$ cat src/rtl/y86_pkg.sv
// Shared Y86 definitions: instruction codes, status codes and the
// stage-state encoding used by the SEQ controller and later PIPE work.
package y86_pkg;

    localparam logic [3:0] I_HALT  = 4'h0;
    localparam logic [3:0] I_NOP   = 4'h1;
    localparam logic [3:0] I_RRMOV = 4'h2;
    localparam logic [3:0] I_IRMOV = 4'h3;
    localparam logic [3:0] I_RMMOV = 4'h4;
    localparam logic [3:0] I_MRMOV = 4'h5;
    localparam logic [3:0] I_OPQ   = 4'h6;
    localparam logic [3:0] I_JXX   = 4'h7;
    localparam logic [3:0] I_CALL  = 4'h8;
    localparam logic [3:0] I_RET   = 4'h9;
    localparam logic [3:0] I_PUSH  = 4'hA;
    localparam logic [3:0] I_POP   = 4'hB;

    localparam logic [2:0] STAT_AOK = 3'd1;
    localparam logic [2:0] STAT_HLT = 3'd2;
    localparam logic [2:0] STAT_ADR = 3'd3;
    localparam logic [2:0] STAT_INS = 3'd4;

    // {ZF,SF,OF} after reset: zero flag set
    localparam logic [2:0] CC_RESET = 3'b100;

    typedef enum logic [2:0] {
        S_IDLE,
        S_FETCH,
        S_DECODE,
        S_EXEC,
        S_MEM,
        S_WB,
        S_PCUPD,
        S_HALTED
    } stage_e;

endpackage

$ cat src/rtl/seq_pc_select.sv
// Next-PC selection for Y86: call/taken jump -> valC, ret -> valM,
// everything else falls through to valP.
module seq_pc_select
    import y86_pkg::*;
#(
    parameter int PC_WIDTH = 64
) (
    input  logic [3:0]          icode,
    input  logic                cnd,
    input  logic [PC_WIDTH-1:0] valC,
    input  logic [PC_WIDTH-1:0] valM,
    input  logic [PC_WIDTH-1:0] valP,
    output logic [PC_WIDTH-1:0] new_pc
);

    always_comb begin
        new_pc = valP;
        case (icode)
            I_CALL:  new_pc = valC;
            I_JXX:   new_pc = cnd ? valC : valP;
            I_RET:   new_pc = valM;
            default: new_pc = valP;
        endcase
    end

endmodule

$ cat src/rtl/seq_stage_controller.sv
// Six-stage multi-cycle sequencer for the Y86 SEQ datapath; owns PC,
// CC and Stat and issues stage enables and register/memory strobes.
module seq_stage_controller
    import y86_pkg::*;
#(
    parameter int                 PC_WIDTH  = 64,
    parameter logic [PC_WIDTH-1:0] RESET_PC = '0,
    parameter int                 CNT_WIDTH = 32
) (
    input  logic                 clk,
    input  logic                 reset,
    input  logic                 run,
    input  logic                 step,
    input  logic [3:0]           icode,
    input  logic [3:0]           ifun,
    input  logic [PC_WIDTH-1:0]  valC,
    input  logic [PC_WIDTH-1:0]  valP,
    input  logic [PC_WIDTH-1:0]  valM,
    input  logic                 instr_valid,
    input  logic                 imem_error,
    input  logic                 dmem_error,
    input  logic                 cnd,
    input  logic [2:0]           cc_in,
    output logic [PC_WIDTH-1:0]  pc,
    output logic [2:0]           cc,
    output logic [2:0]           stat,
    output logic                 fetch_en,
    output logic                 decode_en,
    output logic                 exec_en,
    output logic                 mem_en,
    output logic                 wb_en,
    output logic                 reg_we,
    output logic                 mem_we,
    output logic                 mem_re,
    output logic                 busy,
    output logic [CNT_WIDTH-1:0] cycle_cnt,
    output logic [CNT_WIDTH-1:0] instr_cnt
);

    stage_e               state_q, state_d;
    logic                 step_flag_q, step_flag_d;
    logic [PC_WIDTH-1:0]  pc_q, pc_d, new_pc;
    logic [2:0]           cc_q, cc_d;
    logic [2:0]           stat_q, stat_d;
    logic [CNT_WIDTH-1:0] cycle_q, cycle_d;
    logic [CNT_WIDTH-1:0] instr_q, instr_d;
    logic [4:0]           en_q, en_d;
    logic                 unused_ifun;

    assign unused_ifun = ^ifun;

    seq_pc_select #(.PC_WIDTH(PC_WIDTH)) u_pc_select (
        .icode  (icode),
        .cnd    (cnd),
        .valC   (valC),
        .valM   (valM),
        .valP   (valP),
        .new_pc (new_pc)
    );

    always_ff @(posedge clk or posedge reset) begin
        if (reset) begin
            state_q     <= S_IDLE;
            step_flag_q <= 1'b0;
            pc_q        <= RESET_PC;
            cc_q        <= CC_RESET;
            stat_q      <= STAT_AOK;
            cycle_q     <= '0;
            instr_q     <= '0;
            en_q        <= '0;
        end else begin
            state_q     <= state_d;
            step_flag_q <= step_flag_d;
            pc_q        <= pc_d;
            cc_q        <= cc_d;
            stat_q      <= stat_d;
            cycle_q     <= cycle_d;
            instr_q     <= instr_d;
            en_q        <= en_d;
        end
    end

    always_comb begin
        state_d     = state_q;
        step_flag_d = step_flag_q;
        pc_d        = pc_q;
        cc_d        = cc_q;
        stat_d      = stat_q;
        instr_d     = instr_q;
        cycle_d     = busy ? cycle_q + CNT_WIDTH'(1) : cycle_q;
        case (state_q)
            S_IDLE: begin
                if (run || step) begin
                    state_d     = S_FETCH;
                    step_flag_d = !run;
                end
            end
            S_FETCH: begin
                state_d = S_HALTED;
                if (imem_error)          stat_d = STAT_ADR;
                else if (!instr_valid)   stat_d = STAT_INS;
                else if (icode == I_HALT) stat_d = STAT_HLT;
                else                     state_d = S_DECODE;
            end
            S_DECODE: state_d = S_EXEC;
            S_EXEC: begin
                if (icode == I_OPQ) cc_d = cc_in;
                state_d = S_MEM;
            end
            S_MEM: begin
                // a faulting access abandons writeback and the PC commit
                if (dmem_error && (mem_we || mem_re)) begin
                    stat_d  = STAT_ADR;
                    state_d = S_HALTED;
                end else begin
                    state_d = S_WB;
                end
            end
            S_WB: state_d = S_PCUPD;
            S_PCUPD: begin
                pc_d    = new_pc;
                instr_d = instr_q + CNT_WIDTH'(1);
                if (run && !step_flag_q) begin
                    state_d = S_FETCH;
                end else begin
                    state_d     = S_IDLE;
                    step_flag_d = 1'b0;
                end
            end
            S_HALTED: state_d = S_HALTED;
            default:  state_d = S_IDLE;
        endcase
    end

    assign busy = (state_q != S_IDLE) && (state_q != S_HALTED);
    assign en_d = {state_d == S_FETCH, state_d == S_DECODE,
                   state_d == S_EXEC, state_d == S_MEM, state_d == S_WB};

    always_comb begin
        mem_we = 1'b0;
        mem_re = 1'b0;
        reg_we = 1'b0;
        if (state_q == S_MEM) begin
            mem_we = icode inside {I_RMMOV, I_PUSH, I_CALL};
            mem_re = icode inside {I_MRMOV, I_POP, I_RET};
        end
        if (state_q == S_WB) begin
            reg_we = (icode inside {I_IRMOV, I_MRMOV, I_OPQ, I_PUSH,
                                    I_POP, I_CALL, I_RET})
                   || (icode == I_RRMOV && cnd);
        end
    end

    assign pc        = pc_q;
    assign cc        = cc_q;
    assign stat      = stat_q;
    assign cycle_cnt = cycle_q;
    assign instr_cnt = instr_q;
    assign {fetch_en, decode_en, exec_en, mem_en, wb_en} = en_q;

endmodule

$ cat config.mk
export PLATFORM = sky130hd
export DESIGN_NAME = seq_stage_controller
export DESIGN_NICKNAME = d
export VERILOG_FILES = /design/src/rtl/y86_pkg.sv /design/src/rtl/seq_pc_select.sv /design/src/rtl/seq_stage_controller.sv
export SDC_FILE = /design/constraint.sdc
export NUM_CORES = 1
export LEC_CHECK = 0
export BUFFER_PORTS_ARGS = -buffer_cell sky130_fd_sc_hd__clkbuf_2
export CAP_MARGIN = 10
export CORE_MARGIN = 5
export CORE_UTILIZATION = 30
export CTS_CLUSTER_DIAMETER = 80
export DETAILED_ROUTE_END_ITERATION = 8
export PLACE_DENSITY = 0.56
export SLEW_MARGIN = 15
export SYNTH_ARGS = -nofsm -noshare
export SYNTH_HDL_FRONTEND = slang
export SYNTH_SLANG_ARGS = --single-unit
$ cat constraint.sdc
create_clock -name clk -period 7.9 [get_ports clk]
set_clock_uncertainty 0.15 [all_clocks]
set_input_delay 0.79 -clock clk [delete_from_list [all_inputs] [get_ports clk]]
set_output_delay 0.79 -clock clk [all_outputs]
set_load 0.01 [all_outputs]
==> summary.txt, run 1 <==
Run status
  – Outcome: complete, no violations

Placement
  – Pre-CTS setup slack: 4620 ps
  – Area after DPL: 8850 um2
  – Port bufs: 349
  – Placer congestion estimate: 0.790
  – Post-detailed-placement half-perimeter wirelength: 18,200 um

Clock tree
  – CTS Hold Bufs: 0
  – Clock tree buffer depth: 2
  – CTS tree: done
  – Clk sinks: 143
  – Clk Latency, worst-skew pair: 420 ps
  – Post-CTS Resized: 0
  – CTS clk-pin slew, worst paths: 70 ps
  – # Post-CTS Setup Buffers: 0
  – TritonCTS Buffers: 17
  – Root Driver: clkbuf_16
  – H-tree Lvls: 4

Pwr
  – Leakage: 4.47 nW
  – Combinational Power Share: 0.341
  – Sw Share: 0.384
  – Clock power frac: 0.274
  – Sw Pwr: 1.15 mW
  – Int Power: 1.84 mW
  – Reg power frac: 0.385
  – Final Power: 2.99 mW
  – Power Dens Cells: 316 nW/um2
  – Peak supply drop: 0.126 mV

Timing
  – Slew HR: 0.281
  – Post-Route Setup TNS: 0 ps
  – Final hold vios: 0
  – Post-route setup slack: 4790 ps
  – Setup violators final: 0
  – Slew Viols, Final: 0
  – Minimum clock period: 3110 ps
  – RSZ-0062 raised after global routing: false
  – Fmax: 322 MHz
  – Worst Tran Pin Value: 1070 ps
  – Period utilization: 0.394

Yosys
  – Cell Area, Synth: 6870 um2
  – Top_reg_cell synth: dfrtp_1
  – Mapped Cells: 700
  – Post-synth EDFFs: 0
  – Yosys warns: 0
  – Cell variety after synth: 45
  – Share of the synthesized area in the top cell type: 0.513
  – Synthesis-stage register bit count: 143
  – Share of flip-flops with an asynchronous set or reset: 1.00
  – Mean Syn Cell Area: 9.82 um2
  – Synth area leader: dfrtp_1
  – Ranking of synthesized cells by area: dfrtp_1 (51%), a221oi_1 (8.3%), xnor2_1 (6.5%)
  – Synthesized Nets: 913
  – Seq/Total Area, Yosys: 0.521

GRT
  – Grt met2 use: 0.301
  – Initial antenna violation count: 3
  – GRT Util Overall: 0.186
  – Vias in the first global route: 6,715
  – M3 GR Usage: 0.0635
  – Layer with the highest usage: met2
  – First-pass GRT wire length: 38,400 um
  – Largest net degree at the start of global routing: 78
  – Congestion Overflow GR: 0
  – M1 GR Usage: 0.239

Route
  – Post-route ant nets: 0
  – WL/cell: 18.7 um
  – DRC errors left: 0
  – Vias per cell: 5.06
  – Pre-antenna DRT Iters: 5
  – Routed WL: 24,900 um
  – First DRT Iteration DRCs: 370
  – Vias: 6,735

Die
  – Die H: 161 um
  – Num rows: 55
  – Die X: 161 um
  – I/O pin count: 354
  – Die area: 26,000 um2
  – Initial Util: 0.304
  – Core region area: 22,600 um2

Run
  – Max_cap viols: 0

Cells and area
  – Final net count: 1,244
  – Layout cells sized above 1: 0.394
  – Synth-to-Final Area Change: 37.5%
  – Fillers: 2,315
  – Fin area: 9450 um2

Setup path
  – R2R setup slack: 5480 ps
  – Critical path origin: state_q[0]
  – Worst R2R End: instr_cnt[25]
  – WP data required: 6960 ps
  – Register-to-Register Path Depth: 4
  – Maximum fanout along the worst path: 17
  – Crit path to: busy
  – Critical path startpoint category: flip-flop
  – Crit path kind: reg -> out
  – Crit end category: output port
  – R2R Path Start: state_q[0]
  – Crit path DAT: 2170 ps

Hold path
  – Worst min path class: reg -> reg
  – Min-delay src: instr_cnt[31]
state kept, by name, indices dropped and copies added, names as in the netlist:
signal and count:
en_q 5, step_flag_q 1, stat 3, pc 64, instr_cnt 32, state_q 3, cycle_cnt 32, cc 3
per-layer routing:
layer | wire [um] | share of wire
met1 | 10500 | 0.42
met2 | 11900 | 0.48
met3 | 2130 | 0.085
met4 | 349 | 0.014
met5 | 27 | 0.0011
layout make-up:
| type | count | area [um2] | area share |
|---|---|---|---|
| flip-flops and latches | 143 | 3580 | 0.379 |
| multi-input cells | 502 | 3070 | 0.325 |
| repair buffers | 356 | 1800 | 0.190 |
| clock buffers | 17 | 425 | 0.0450 |
| well taps | 285 | 357 | 0.0377 |
| clock inverters | 15 | 166 | 0.0176 |
| inverters | 11 | 46.3 | 0.00490 |
| diodes | 1 | 2.50 | 0.000265 |
synthesized netlist by cell type, types with 7 or more instances:
cell	number
nand2_1	89
dfrtp_1	141
nand3_1	20
xor2_1	11
and3_1	10
xnor2_1	51
nor4_1	7
nor2_1	77
nor3_1	12
a21oi_1	66
clkbuf_1	16
inv_1	11
buf_2	21
a221oi_1	65
nand4_1	33
cells in the final DEF (no fill, tap or decap), types with 7 or more instances in the layout:
cell type	count
a21oi_1	66
a221oi_1	65
and3_1	10
buf_4	7
clkbuf_16	17
clkbuf_2	349
dfrtp_1	141
inv_1	10
nand2_1	89
nand3_1	20
nand4_1	33
nor2_1	77
nor3_1	11
nor4_1	7
xnor2_1	51
xor2_1	11
worst max-delay path: stages, from the launching register on:
cell and delay, ps:
dfrtp_1 550, nor3_1 670, nor2_1 310, clkbuf_2 220
kinds of logic after synthesis:
group / synth area share
mux: 0.0127
simple gates: 0.205
fa+ha+maj: 0.00364
flops: 0.521
compound gates: 0.143
xor+xnor: 0.0790
buf+inv: 0.0350
power groups by stage:
stage	sequential [mW]	clock, mW	combinational [mW]
after global placement	1.15	0	1.03
after detailed placement	1.15	0	1.04
after global routing	1.19	0.876	1.13
after floorplan	1.22	0	0.513
after CTS	1.15	0.843	1.04
final	1.15	0.819	1.02
metrics by stage:
stage,utilization,hold slack (ps),instances
3_3_place_gp,0.392,310,1297
2_1_floorplan,-,358,700
5_1_grt,0.419,339,1330
4_1_cts,0.418,325,1329
3_5_place_dp,0.392,316,1297
6_report,0.419,324,1330
worst min-delay path by stage:
stage | to | slack (ps) | cells after the start
after CTS | instr_cnt[31] | 320 | 1
final | instr_cnt[31] | 320 | 1
after global routing | instr_cnt[31] | 340 | 1
after floorplan | instr_cnt[31] | 360 | 1
after detailed placement | instr_cnt[31] | 320 | 1
after global placement | instr_cnt[31] | 310 | 1
(Power assumes the default switching activity.)
==> inputs of run 2 (changes only) <==
==> constraint.sdc (replaced) <==
create_clock -name clk -period 3.11 [get_ports clk]
set_clock_uncertainty 0.15 [all_clocks]
set_input_delay 0.311 -clock clk [delete_from_list [all_inputs] [get_ports clk]]
set_output_delay 0.311 -clock clk [all_outputs]
set_load 0.01 [all_outputs]
==> run 2 against run 1 <==
Net effect: sequential power increased to 2.6 times the previous value; global-route usage increased by 0.59 points; final area increased by 8.4%; setup slack got worse by 4300 ps; sequential share of layout area decreased by 2.9 points; clock power increased to 2.5 times the previous value; critical path type unchanged.
==> summary.txt, run 2 (synthesized netlist as in run 1, its figures left out) <==
Run status
  – Outcome: complete, no violations

Cells and area
  – Layout cells sized above 1: 0.374
  – Final net count: 1,322
  – Non-Filler Instances: 1,410
  – Most common library cell in the layout ignoring fill and taps: clkbuf_2
  – Max reg flops: 64
  – Final core occ: 0.454
  – Synth-to-Final Area Change: 49.0%
  – Most frequent cells in the layout: clkbuf_2 (349), dfrtp_1 (141), nand2_1 (89)

GRT
  – Vias in the first global route: 7,287
  – Initial antenna violation count: 3
  – Congestion Overflow GR: 0
  – First-pass GRT wire length: 40,000 um
  – GRT Util Overall: 0.192
  – Largest net degree at the start of global routing: 64

Clock tree
  – Clk Latency, worst-skew pair: 410 ps
  – # Post-CTS Setup Buffers: 0
  – Clock tree buffer depth: 2
  – Post-CTS Resized: 0
  – CTS Hold Bufs: 68
  – Root Driver: clkbuf_16
  – H-tree Lvls: 4
  – CTS tree: done
  – TritonCTS Buffers: 17
  – Clk sinks: 143
  – CTS clk-pin slew, worst paths: 70 ps

Die
  – Die area: 26,000 um2
  – Core region area: 22,600 um2
  – I/O pin count: 354
  – Initial Util: 0.304
  – Die H: 161 um
  – Die X: 161 um
  – Num rows: 55

Pwr
  – Power Dens Cells: 751 nW/um2
  – Peak supply drop: 0.327 mV
  – Leakage: 4.82 nW
  – Final Power: 7.69 mW

Timing
  – Period utilization: 0.829
  – Fmax: 388 MHz
  – Minimum clock period: 2580 ps
  – Post-route setup slack: 533 ps
  – RSZ-0062 raised after global routing: false
  – Slew Viols, Final: 0
  – Post-Route Setup TNS: 0 ps
  – Slew HR: 0.506
  – Worst Tran Pin Value: 734 ps
  – Final hold vios: 0
  – Setup violators final: 0

Setup path
  – Slowest cell delay on critical path: 640 ps
  – R2R setup slack: 730 ps
  – WP data required: 2650 ps
  – Register-to-Register Path Depth: 5
  – Crit path kind: reg -> out
  – Worst R2R End: pc[11]
  – Critical path startpoint category: flip-flop
  – Critical path, cell by cell: nor3_1, nor2_1, clkbuf_2
  – Crit-path slowest cell: nor3_1
  – Maximum fanout along the worst path: 17
  – Delay-heaviest family, CP: simple AND/OR/NAND/NOR gates
  – Bufs and invs on worst path: 1
  – Crit end category: output port
  – Crit path DAT: 2120 ps
  – R2R Path Start: state_q[2]

Route
  – DRC errors left: 0
  – Routed WL: 25,500 um
  – Vias: 6,995
  – Pre-antenna DRT Iters: 4
  – WL/cell: 18.1 um
  – First DRT Iteration DRCs: 390
  – Post-route ant nets: 0
  – Vias per cell: 4.96

Run
  – Max_cap viols: 0

Hold path
  – Min-delay src: valP[40]
  – Min-Delay Path Depth: 3
  – Hold Path Sink: pc[40]
  – Worst min path class: in -> reg

Placement
  – Pre-CTS setup slack: 716 ps
  – Post-Place Cells: 1,307
  – Post-detailed-placement half-perimeter wirelength: 18,500 um
  – Placer congestion estimate: 0.810
  – Port bufs: 349
## run 2: cell types whose count changed in the layout (fill, tap and decap cells not counted), moves of 2 or more
cell,previous run,this run
inv_8,4,1
buf_4,7,14
clkbuf_8,0,3
buf_12,0,3
diode_2,1,3
clkinv_4,1,3
dlygate4sd3_1,0,68
## run 2: metrics by stage
stage / area, um2 / hold slack (ps)
2_1_floorplan: 6880 / 290
3_3_place_gp: 8960 / 259
3_5_place_dp: 8960 / 262
4_1_cts: 10200 / 34.1
5_1_grt: 10200 / 34.8
6_report: 10200 / 53.7
## run 2: worst min-delay path, stage by stage
cell	delay, ps
clkbuf_2	80
a221oi_1	60
a21oi_1	130
## run 2: layout make-up
class / count / area [um2]
Inverter: 11 / 45.0
Timing Repair Buffer: 434 / 2590
Antenna cell: 3 / 7.51
Clock inverter: 12 / 124
Tap cell: 285 / 357
Clock buffer: 20 / 467
Fill cell: 2270 / 12300
Multi-Input combinational cell: 502 / 3070
Sequential cell: 143 / 3580
## run 2: report_power, final
part	total (mW)	internal, mW	leakage [nW]	switching, mW
clock network	2.06	1.19	0.290	0.867
registers	2.94	2.46	1.77	0.474
logic	2.69	1.15	2.76	1.54
total	7.69	4.80	4.82	2.88
## run 2: metal layers
layer	wire length, um	vias to the layer above	track usage
li1	-	3344	-
met1	10500	3380	0.240
met2	12600	252	0.318
met3	2020	19	0.0651
met4	448	0	0.0551
met5	0	-	0
## run 2: how the worst max path moves through the flow
stage | start | end | cells past startpoint
global route | state_q[0] | busy | 3
global placement | icode[1] | pc[32] | 6
finish | state_q[0] | busy | 3
CTS | state_q[0] | busy | 3
floorplan | reset | cc[0] | 1
detailed placement | icode[1] | pc[14] | 6
==> inputs of run 3 (changes only) <==
--- a/config.mk
+++ b/config.mk
@@ -5,13 +5,14 @@
 export SDC_FILE = /design/constraint.sdc
 export NUM_CORES = 1
 export LEC_CHECK = 0
+export ABC_AREA = 1
 export BUFFER_PORTS_ARGS = -buffer_cell sky130_fd_sc_hd__clkbuf_2
 export CAP_MARGIN = 10
 export CORE_MARGIN = 5
 export CORE_UTILIZATION = 30
 export CTS_CLUSTER_DIAMETER = 80
 export DETAILED_ROUTE_END_ITERATION = 8
-export PLACE_DENSITY = 0.56
+export PLACE_DENSITY = 0.54
 export SLEW_MARGIN = 15
 export SYNTH_ARGS = -nofsm -noshare
 export SYNTH_HDL_FRONTEND = slang
==> constraint.sdc (replaced) <==
create_clock -name clk -period 2.3 [get_ports clk]
set_clock_uncertainty 0.15 [all_clocks]
set_input_delay 0.23 -clock clk [delete_from_list [all_inputs] [get_ports clk]]
set_output_delay 0.23 -clock clk [all_outputs]
set_load 0.01 [all_outputs]
==> run 3 against run 2 <==
Net effect: non-clock buffer count grew 65; cell count is 66% higher; global-route usage up 1.5 points; combinational power up 52%; flip-flop and latch count is the same; die area up 34%; via count rose by 62%; critical path depth is 1 higher; sequential share of layout area shrank 8.4 points; core utilization is 1.6 points lower; clock-buffer cell count decreased by 1; area after synthesis grew 36%.
==> summary.txt, run 3 <==
Timing
  – Fmax: 470 MHz
  – Slew HR: 0.649
  – Post-Route Setup TNS: 0 ps
  – Setup violators final: 0
  – Period utilization: 0.925
  – RSZ-0062 raised after global routing: false
  – Hold_ws: 33.5 ps
  – Final hold vios: 0
  – Minimum clock period: 2130 ps
  – Worst Tran Pin Value: 527 ps
  – Slew Viols, Final: 0

Yosys
  – Top post-synthesis cells by count: nand2_1 (815), dfrtp_1 (141), nor2_1 (99)
  – Compound-Gate Fraction of Synth Area: 0.0171
  – Seq/Total Area, Yosys: 0.382
  – Yosys warns: 0
  – Synth area leader: dfrtp_1
  – Synthesis-stage register bit count: 143
  – Ranking of synthesized cells by area: dfrtp_1 (38%), nand2_1 (33%), nand3_1 (5.2%)
  – Main combinational cell family by area after synthesis: simple AND/OR/NAND/NOR gates
  – Mapped Cells: 1,477
  – Most common cell in the netlist: nand2_1
  – Synth Area in Adders: 0.00267
  – Top_reg_cell synth: dfrtp_1
  – Synth Area in Simple Gates: 0.505
  – Synthesized Nets: 1,690
  – Cell Area, Synth: 9370 um2
  – Mux cell area share after synthesis: 0
  – Cell variety after synth: 33
  – Post-synthesis xor/xnor area fraction: 0.0280
  – Post-synth EDFFs: 0
  – Share of flip-flops with an asynchronous set or reset: 1.00
  – Share of the synthesized area in the top cell type: 0.377
  – Mean Syn Cell Area: 6.34 um2

Setup path
  – Bufs and invs on worst path: 1
  – Crit path kind: reg -> out
  – Critical path startpoint category: flip-flop
  – R2R Path Start: instr_cnt[1]
  – Worst R2R End: instr_cnt[22]
  – R2R setup slack: 460 ps
  – WP data required: 1920 ps
  – Maximum fanout along the worst path: 8
  – Critical path, cell by cell: nor2_2, nand3_1, nor2_1, clkbuf_2
  – Crit end category: output port
  – Crit-path slowest cell: dfrtp_1
  – Crit path DAT: 1750 ps
  – Register-to-Register Path Depth: 8
  – Delay-heaviest family, CP: simple AND/OR/NAND/NOR gates
  – Slowest cell delay on critical path: 490 ps

Placement
  – Placer congestion estimate: 0.876
  – Post-Place Cells: 2,178
  – Port bufs: 349
  – Post-detailed-placement half-perimeter wirelength: 26,400 um
  – Area after DPL: 11,500 um2

Clock tree
  – Clk sinks: 143
  – CTS tree: done
  – Clk Latency, worst-skew pair: 420 ps
  – Clock tree buffer depth: 2
  – Root Driver: clkbuf_16
  – TritonCTS Buffers: 17
  – Post-CTS Resized: 0
  – CTS clk-pin slew, worst paths: 60 ps
  – H-tree Lvls: 4

Run status
  – Outcome: complete, no violations

Route
  – Vias per cell: 4.82
  – Routed WL: 37,000 um
  – DRC errors left: 0
  – Post-route ant nets: 0
  – WL/cell: 15.8 um
  – First DRT Iteration DRCs: 668
  – Vias: 11,299
  – Pre-antenna DRT Iters: 5

Cells and area
  – Fin area: 13,500 um2
  – Most common library cell in the layout ignoring fill and taps: nand2_1
  – Final net count: 2,143
  – Max reg flops: 64
  – Layout cells sized above 1: 0.224
  – Synth-to-Final Area Change: 43.7%
  – Non-Filler Instances: 2,344
  – Most frequent cells in the layout: nand2_1 (815), clkbuf_2 (349), dfrtp_1 (141)

Run
  – Max_cap viols: 0

Die
  – Core region area: 30,700 um2
  – Initial Util: 0.305
  – Die H: 187 um
  – Num rows: 64
  – Die X: 187 um
  – Die area: 34,900 um2
  – I/O pin count: 354

GRT
  – Congestion Overflow GR: 0
  – First-pass GRT wire length: 59,400 um
  – Initial antenna violation count: 5
  – Largest net degree at the start of global routing: 78
  – GRT Util Overall: 0.207
  – Vias in the first global route: 11,121

Hold path
  – Min-delay src: valC[60]
  – Hold Path Sink: pc[60]
  – Min-Delay Path Depth: 5
  – Worst min path class: in -> reg

Pwr
  – Leakage: 7.06 nW
  – Peak supply drop: 0.515 mV
  – Power Dens Cells: 810 nW/um2
  – Final Power: 10.9 mW
[run 3: changes by cell type after synthesis, moves of 22 or more]
cell,delta
nand4_1,+44
nand2_1,+726
inv_1,+62
xnor2_1,-37
a21oi_1,-64
nand3_1,+78
a221oi_1,-65
nor2_1,+22
[run 3: kinds of logic after synthesis]
family,count (synthesis)
AO/OA/AOI/OAI,30
XOR/XNOR,30
adder cells (fa/ha/maj),2
buffers and inverters,146
flip-flops,143
AND/OR/NAND/NOR,1126
[run 3: power by group]
group          internal [mW]  switching (mW)
registers               3.29           0.558
logic                   1.59            2.50
clock network           1.77            1.20
[run 3: stage by stage]
| step | worst slack [ps] | util |
|---|---|---|
| final | 172 | 0.438 |
| after global routing | 67.8 | 0.438 |
| after CTS | 128 | 0.437 |
| after detailed placement | 427 | 0.375 |
| after global placement | 420 | 0.375 |
| after floorplan | 131 | - |
[run 3: cell type report]
class                           count  area, um2
Fill cell                        3262      17300
Clock buffer                       19        453
Timing Repair Buffer              499       3270
Inverter                           81        308
Antenna cell                        5       12.5
Clock inverter                     13        163
Multi-Input combinational cell   1188       5170
Sequential cell                   143       3580
Tap cell                          396        495
[run 3: worst register-to-register path: stages (launching register included)]
cell	delay, ps
dfrtp_1	400
ha_1	210
inv_1	50
nor2_1	180
nand3_1	100
nor2_1	270
nand2_1	140
o21ai_0	180
nand2_1	60
[run 3: what timing repair did]
| item | 4_1_cts | 5_1_grt |
|---|---|---|
| hold buffers | 129 | 0 |
| buffers inserted | 0 | 0 |
| hold endpoints to repair | 88 | 0 |
[run 3: worst max-delay path by stage]
stage,to,cells past startpoint,from
floorplan,cc[0],1,reset
global placement,instr_cnt[7],6,state_q[2]
detailed placement,instr_cnt[7],6,state_q[2]
CTS,mem_re,4,state_q[0]
global route,mem_re,4,state_q[0]
finish,mem_re,4,state_q[0]
[run 3: metal layers]
layer  share of wire  vias to the layer above  track usage
met3           0.082                       62       0.0648
met5               0                        -            0
met1            0.41                     5281        0.254
met4           0.025                        0       0.0720
met2            0.48                      400        0.346
li1                -                     5556            -
